$ cat src/rtl/autoconfig_pkg.sv
// Shared constants for the autoconfig sequencer: slot numbers, register
// offsets, sequencer state codes and the size-nibble patch table.
package autoconfig_pkg;

  localparam logic [2:0] SLOT_Z2RAM   = 3'd0;
  localparam logic [2:0] SLOT_Z3RAM   = 3'd1;
  localparam logic [2:0] SLOT_Z3RAM2  = 3'd2;
  localparam logic [2:0] SLOT_Z3BANK0 = 3'd3;
  localparam logic [2:0] SLOT_ETH     = 3'd4;
  localparam logic [2:0] SLOT_SND     = 3'd5;
  localparam logic [2:0] SLOT_CTRL    = 3'd6;
  localparam logic [2:0] SLOT_NULL    = 3'd7;

  localparam logic [6:0] REG_SIZE       = 7'h02;
  localparam logic [6:0] REG_BANK_SIZE  = 7'h0A;
  localparam logic [6:0] REG_Z3_BASE    = 7'h44;
  localparam logic [6:0] REG_Z2_BASE_HI = 7'h48;
  localparam logic [6:0] REG_Z2_BASE_LO = 7'h4A;
  localparam logic [6:0] REG_SHUTUP     = 7'h4C;

  localparam logic [3:0] ST_PATCH0 = 4'd0;
  localparam logic [3:0] ST_PATCH1 = 4'd1;
  localparam logic [3:0] ST_PATCH2 = 4'd2;
  localparam logic [3:0] ST_IDLE   = 4'd3;
  localparam logic [3:0] ST_RD1    = 4'd4;
  localparam logic [3:0] ST_RD2    = 4'd5;
  localparam logic [3:0] ST_RD3    = 4'd6;
  localparam logic [3:0] ST_WACK   = 4'd7;
  localparam logic [3:0] ST_HOLD   = 4'd8;

  // ROM index = {slot, byte offset [6:1]}
  localparam logic [8:0] PATCH_Z2_IDX    = {SLOT_Z2RAM,   REG_SIZE[6:1]};
  localparam logic [8:0] PATCH_Z3_IDX    = {SLOT_Z3RAM,   REG_SIZE[6:1]};
  localparam logic [8:0] PATCH_BANK0_IDX = {SLOT_Z3BANK0, REG_BANK_SIZE[6:1]};

endpackage

$ cat src/rtl/autoconfig_slot_select.sv
// Priority encoder: lowest available slot, or the null slot when none is left.
module autoconfig_slot_select
  import autoconfig_pkg::*;
#(
  parameter int NSLOT = 7
) (
  input  logic [NSLOT-1:0] avail,
  output logic [2:0]       cur_slot
);

  always_comb begin
    cur_slot = SLOT_NULL;
    for (int i = NSLOT - 1; i >= 0; i--) begin
      if (avail[i]) cur_slot = i[2:0];
    end
  end

endmodule

$ cat src/rtl/autoconfig_sequencer.sv
// Autoconfig chain sequencer: patches size nibbles into the external nibble
// ROM, then serves reads/writes for the lowest enabled unconfigured slot.
module autoconfig_sequencer
  import autoconfig_pkg::*;
#(
  parameter logic [6:0] SLOT_Z3 = 7'b0011110,
  parameter int         NSLOT   = 7
) (
  input  logic                  clk,
  input  logic                  reset_n,
  input  logic                  reconfig,
  input  logic [NSLOT-1:0]      board_en,
  input  logic [3:0]            z2_size,
  input  logic [3:0]            z3_size,
  input  logic [3:0]            bank0_size,
  input  logic                  cfg_rd,
  input  logic                  cfg_wr,
  input  logic [5:0]            cfg_addr,
  input  logic [15:0]           cfg_din,
  output logic [15:0]           cfg_dout,
  output logic                  cfg_ack,
  output logic                  ready,
  output logic [NSLOT-1:0]      cfg_done,
  output logic [NSLOT-1:0]      shutup,
  output logic [16*NSLOT-1:0]   base_addr,
  output logic [8:0]            rom_a_read,
  output logic [8:0]            rom_a_write,
  output logic [3:0]            rom_d,
  output logic                  rom_we,
  input  logic [3:0]            rom_q
);

  logic [3:0]  state;
  logic [2:0]  cur_slot;
  logic [2:0]  req_slot;
  logic [5:0]  req_addr;
  logic [15:0] req_din;
  logic [3:0]  pending_lo;
  logic [6:0]  req_off;

  assign req_off = {req_addr, 1'b0};

  autoconfig_slot_select #(.NSLOT(NSLOT)) u_slot_select (
    .avail    (board_en & ~cfg_done),
    .cur_slot (cur_slot)
  );

  // Reconfig behaves exactly like reset but is sampled synchronously.
  always_ff @(posedge clk or negedge reset_n) begin
    if (!reset_n) begin
      state       <= ST_PATCH0;
      cfg_done    <= '0;
      shutup      <= '0;
      base_addr   <= '0;
      pending_lo  <= '0;
      cfg_ack     <= 1'b0;
      cfg_dout    <= 16'hFFFF;
      ready       <= 1'b0;
      rom_we      <= 1'b0;
      rom_a_read  <= 9'h1C0;
      rom_a_write <= '0;
      rom_d       <= '0;
      req_slot    <= SLOT_NULL;
      req_addr    <= '0;
      req_din     <= '0;
    end else if (reconfig) begin
      state       <= ST_PATCH0;
      cfg_done    <= '0;
      shutup      <= '0;
      base_addr   <= '0;
      pending_lo  <= '0;
      cfg_ack     <= 1'b0;
      cfg_dout    <= 16'hFFFF;
      ready       <= 1'b0;
      rom_we      <= 1'b0;
      rom_a_read  <= 9'h1C0;
      rom_a_write <= '0;
      rom_d       <= '0;
      req_slot    <= SLOT_NULL;
      req_addr    <= '0;
      req_din     <= '0;
    end else begin
      cfg_ack <= 1'b0;
      rom_we  <= 1'b0;
      case (state)
        ST_PATCH0: begin
          rom_we      <= 1'b1;
          rom_a_write <= PATCH_Z2_IDX;
          rom_d       <= z2_size;
          state       <= ST_PATCH1;
        end
        ST_PATCH1: begin
          rom_we      <= 1'b1;
          rom_a_write <= PATCH_Z3_IDX;
          rom_d       <= z3_size;
          state       <= ST_PATCH2;
        end
        ST_PATCH2: begin
          rom_we      <= 1'b1;
          rom_a_write <= PATCH_BANK0_IDX;
          rom_d       <= bank0_size;
          state       <= ST_IDLE;
        end
        ST_IDLE: begin
          if (!ready) begin
            ready <= 1'b1;
          end else if (cfg_wr) begin
            req_slot <= cur_slot;
            req_addr <= cfg_addr;
            req_din  <= cfg_din;
            state    <= ST_WACK;
          end else if (cfg_rd) begin
            rom_a_read <= {cur_slot, cfg_addr};
            state      <= ST_RD1;
          end
        end
        ST_RD1: state <= ST_RD2;
        ST_RD2: state <= ST_RD3;
        ST_RD3: begin
          cfg_dout <= {rom_q, 12'hFFF};
          cfg_ack  <= 1'b1;
          state    <= ST_HOLD;
        end
        ST_WACK: begin
          cfg_ack <= 1'b1;
          state   <= ST_HOLD;
          if (req_slot != SLOT_NULL) begin
            if (req_off == REG_SHUTUP) begin
              shutup[req_slot]                    <= 1'b1;
              cfg_done[req_slot]                  <= 1'b1;
              base_addr[{req_slot, 4'b0000} +: 16] <= 16'h0000;
            end else if (SLOT_Z3[req_slot]) begin
              if (req_off == REG_Z3_BASE) begin
                base_addr[{req_slot, 4'b0000} +: 16] <= req_din;
                cfg_done[req_slot]                  <= 1'b1;
              end
            end else if (req_off == REG_Z2_BASE_LO) begin
              pending_lo <= req_din[15:12];
            end else if (req_off == REG_Z2_BASE_HI) begin
              base_addr[{req_slot, 4'b0000} +: 16] <= {8'h00, req_din[15:12], pending_lo};
              cfg_done[req_slot]                  <= 1'b1;
            end
          end
        end
        // One dead cycle lets the requester drop its strobe before re-arbitration.
        ST_HOLD: state <= ST_IDLE;
        default: state <= ST_IDLE;
      endcase
    end
  end

endmodule

$ cat config.mk
export PLATFORM = sky130hd
export DESIGN_NAME = autoconfig_sequencer
export DESIGN_NICKNAME = d
export VERILOG_FILES = /design/src/rtl/autoconfig_pkg.sv /design/src/rtl/autoconfig_slot_select.sv /design/src/rtl/autoconfig_sequencer.sv
export SDC_FILE = /design/constraint.sdc
export NUM_CORES = 1
export LEC_CHECK = 0
export CAP_MARGIN = 0
export CORE_UTILIZATION = 52
export DETAILED_ROUTE_END_ITERATION = 10
export MAX_ROUTING_LAYER = met4
export PLACE_DENSITY = 0.95
export SLEW_MARGIN = 0
export SYNTH_ARGS = -nofsm -noshare
export SYNTH_HDL_FRONTEND = slang
export SYNTH_SLANG_ARGS = --single-unit
$ cat constraint.sdc
create_clock -name clk -period 7.45 [get_ports clk]
set_input_delay 1.49 -clock clk [delete_from_list [all_inputs] [get_ports clk]]
set_output_delay 1.49 -clock clk [all_outputs]
set_load 0.005 [all_outputs]
==> PnR_summary.wiki <==
{| class="wikitable"
! Metric !! Value
|-
| Setup repair after global routing missed its margin || false
|-
| Clk_lat worst skew || 0.44 ns
|-
| Fraction of layout cells with a size suffix above 1 || 0.0757
|-
| Most used DFF post-synth || sky130_fd_sc_hd__dfrtp_1
|-
| Design Power || 2.13 mW
|-
| Quantity of I/O buffers inserted on ports || 199
|-
| Count of cell types in the netlist || 56
|-
| Number of global-route vias before repair || 6267
|-
| Total length of routed wires || 20500 um
|-
| Crit path launch type || primary input
|-
| Antenna violations before repair || 0
|-
| Layout net count || 1005
|-
| Synth Register Bits || 182
|-
| Status || finished clean
|-
| Power per cell area || 204 nW/um^2
|-
| Maximum number of pins on one net before global-route repair || 94
|-
| Via count || 6459
|-
| Master cell of the clock root buffer || sky130_fd_sc_hd__clkbuf_16
|-
| Leading area contributor after synthesis || sky130_fd_sc_hd__dfrtp_1
|-
| Initial standard-cell utilization of the core || 0.535
|-
| Die Area || 15500 sq um
|-
| Hold_ws || 0.490 ns
|-
| DR WL/cell || 17.9 um
|-
| GRT Total Usage || 0.279
|-
| Final Setup Violations || 0
|-
| IO Pins || 217
|-
| Fraction of post-synthesis cell area in the top cell type by area || 0.551
|-
| Chip height || 125 um
|-
| Critical path arrival || 3.57 ns
|-
| TritonCTS clock tree || built
|-
| Maximum operating frequency || 0.309 GHz
|-
| Gate count of the mapped netlist || 771
|-
| CP max FO || 28
|-
| YS warnings || 0
|-
| Average via count per standard cell || 5.63
|-
| Seq/Total Area, Yosys || 0.585
|-
| Congestion Overflow GR || 0
|-
| Clk pin slew, worst setup/hold paths || 0.07 ns
|-
| Die extent in x || 125 um
|-
| Sinks on the clock net || 182
|-
| Total clock buffers created by CTS || 17
|-
| Max rail drop VDD || 0.163 mV
|-
| Leak || 4.54 nW
|-
| Post-synthesis instance area || 7810 sq um
|-
| Ranking of synthesized cells by area || sky130_fd_sc_hd__dfrtp_1 (55%), sky130_fd_sc_hd__nand2_1 (6.2%), sky130_fd_sc_hd__mux2i_1 (5.3%), sky130_fd_sc_hd__nor2_1 (4.2%), sky130_fd_sc_hd__o21ai_0 (3.4%)
|-
| Detailed placement HPWL || 13900 um
|-
| Minimum period implied by the final worst setup slack || 3.24 ns
|-
| Global placement routability congestion || 0.899
|-
| Hold Vio Cnt, Final || 0
|-
| Bufs on Longest Clock Path || 2
|-
| Iteration-0 DRC Markers || 562
|-
| Gates resized, CTS repair || 0
|-
| Maximum clock skew at final layout || 0.00715 ns
|-
| Number of cells after detailed placement || 1116
|-
| Final number of max-transition violations || 0
|-
| Placement Setup Slack || 3.81 ns
|-
| Wire length of the first global-routing pass || 32900 um
|-
| Max-cap violation count || 0
|-
| Drc violations || 0
|-
| Type of the worst setup path || in2reg
|-
| Number of hold buffers added after cts || 0
|-
| Crit path capture type || flip-flop
|-
| Number of optimization iterations in the first detailed-route pass || 7
|-
| Area growth syn-to-layout || 33.1%
|-
| Post-CTS setup repair buffer count || 0
|-
| Number of enable-type register cells in the synthesized netlist || 0
|-
| Core Box Area || 14600 sq um
|-
| Layout Cells excl Fill || 1148
|-
| Number of nets still failing antenna checks after routing || 0
|-
| Post-Syn Area per Cell || 10.1 sq um
|-
| Slew at the pin closest to its max-slew limit || 1.10 ns
|-
| Proportion of register bits with asynchronous set or reset after synthesis || 1.00
|-
| Cell Rows || 44
|-
| Max-Slew Margin vs Limit || 0.266
|-
| Final setup slack of the worst path || 4.21 ns
|-
| Part of the cycle the worst path needs || 0.435
|-
| Class of the most critical hold timing path || reg2reg
|-
| Total inserted antenna cells || 0
|-
| H-tree depth || 4
|-
| Final TNS setup || 0 ns
|-
| Required time of the critical path || 7.78 ns
|}
==> layout make-up <==
class                           count  area [sq um]
Clock buffer                       17           425
Clock inverter                     15           154
Fill cell                        1007          4190
Inverter                           15          56.3
Multi-Input combinational cell    531          2940
Sequential cell                   182          4570
Tap cell                          184           230
Timing Repair Buffer              204          2030
==> flip-flops by register name (all words and copies together), names as in the netlist, 3 cells and up <==
register,flops
rom_a_write,3
rom_a_read,9
cfg_dout,4
cfg_done,7
req_slot,3
state,4
base_addr,112
pending_lo,4
rom_d,4
req_din,16
req_addr,6
shutup,7
==> placed cells by master (no fill, tap or decap), types with 10 or more instances in the layout <==
| cell type | n |
|---|---|
| sky130_fd_sc_hd__clkdlybuf4s50_1 | 197 |
| sky130_fd_sc_hd__dfrtp_1 | 172 |
| sky130_fd_sc_hd__nand2_1 | 130 |
| sky130_fd_sc_hd__nor2_1 | 87 |
| sky130_fd_sc_hd__o21ai_0 | 53 |
| sky130_fd_sc_hd__a21oi_1 | 42 |
| sky130_fd_sc_hd__mux2i_1 | 41 |
| sky130_fd_sc_hd__and2_1 | 35 |
| sky130_fd_sc_hd__nand3_1 | 31 |
| sky130_fd_sc_hd__conb_1 | 17 |
| sky130_fd_sc_hd__clkbuf_16 | 17 |
| sky130_fd_sc_hd__inv_1 | 15 |
| sky130_fd_sc_hd__dfstp_2 | 10 |
==> layer usage <==
metal  routed length, um  track usage  vias to the layer above  part of all wire
li1                    -            -                     2912                 -
met1                8660        0.362                     3213              0.42
met2               10100        0.433                      287              0.49
met3                1170       0.0533                       47             0.057
met4                 643        0.118                        0             0.031
met5                   0            -                        -                 0
==> synthesized netlist by cell type (3+ instances only) <==
master / instances
sky130_fd_sc_hd__buf_4: 19
sky130_fd_sc_hd__clkbuf_1: 25
sky130_fd_sc_hd__nand3_1: 31
sky130_fd_sc_hd__or2_2: 3
sky130_fd_sc_hd__inv_1: 15
sky130_fd_sc_hd__o31a_1: 3
sky130_fd_sc_hd__a22o_1: 6
sky130_fd_sc_hd__nor3b_1: 5
sky130_fd_sc_hd__nor2b_1: 6
sky130_fd_sc_hd__a31o_2: 6
sky130_fd_sc_hd__and2_1: 35
sky130_fd_sc_hd__nand2b_1: 7
sky130_fd_sc_hd__nor2_1: 87
sky130_fd_sc_hd__mux2i_1: 41
sky130_fd_sc_hd__o21ai_0: 53
sky130_fd_sc_hd__a21oi_1: 42
sky130_fd_sc_hd__and3_1: 3
sky130_fd_sc_hd__nor3_1: 4
sky130_fd_sc_hd__nand2_1: 130
sky130_fd_sc_hd__ha_1: 4
sky130_fd_sc_hd__buf_2: 11
sky130_fd_sc_hd__o21ai_1: 3
sky130_fd_sc_hd__dfrtp_1: 172
sky130_fd_sc_hd__a31oi_1: 8
sky130_fd_sc_hd__dfstp_2: 10
==> cells by family after synthesis <==
logic type      after synthesis  share of synthesized area
fa+ha+maj                     4                    0.00641
compound gates              145                      0.115
flops                       182                      0.585
mux                          41                     0.0525
buf+inv                      73                     0.0461
other cells                   2                   0.000961
simple gates                324                      0.195
==> final timing paths <==
path | slack (ns) | from | depth (start not counted) | end
setup / recovery | 4.21 | reconfig | 6 | base_addr[33]$_DFFE_PN0P_
hold / removal | 0.49 | base_addr[86]$_DFFE_PN0P_ | 2 | base_addr[86]$_DFFE_PN0P_
setup reg to reg | 4.29 | req_slot[0]$_DFFE_PN1P_ | 8 | base_addr[79]$_DFFE_PN0P_
hold reg to reg | 0.49 | base_addr[86]$_DFFE_PN0P_ | 2 | base_addr[86]$_DFFE_PN0P_
max in group asynchronous | 4.68 | reset_n | 2 | cfg_done[3]$_DFFE_PN0P_
min in group asynchronous | 1.12 | reset_n | 1 | base_addr[90]$_DFFE_PN0P_
==> power breakdown <==
group / internal (mW) / switching [mW]
registers: 1.01 / 0.0315
clock network: 0.473 / 0.416
logic: 0.0923 / 0.103
total: 1.58 / 0.551
==> metrics by stage <==
step                       util  cell area [sq um]
after global routing      0.713              10400
after global placement    0.673               9820
final                     0.713              10400
after detailed placement  0.673               9820
after CTS                 0.713              10400
after floorplan               -               7870
==> critical path: stages <==
cell	delay, ns
sky130_fd_sc_hd__buf_2	0.44
sky130_fd_sc_hd__inv_1	0.34
sky130_fd_sc_hd__buf_4	0.34
sky130_fd_sc_hd__a211oi_4	0.59
sky130_fd_sc_hd__nor2_1	0.11
sky130_fd_sc_hd__a31o_2	0.23
Power figures use the tool's default switching activity.
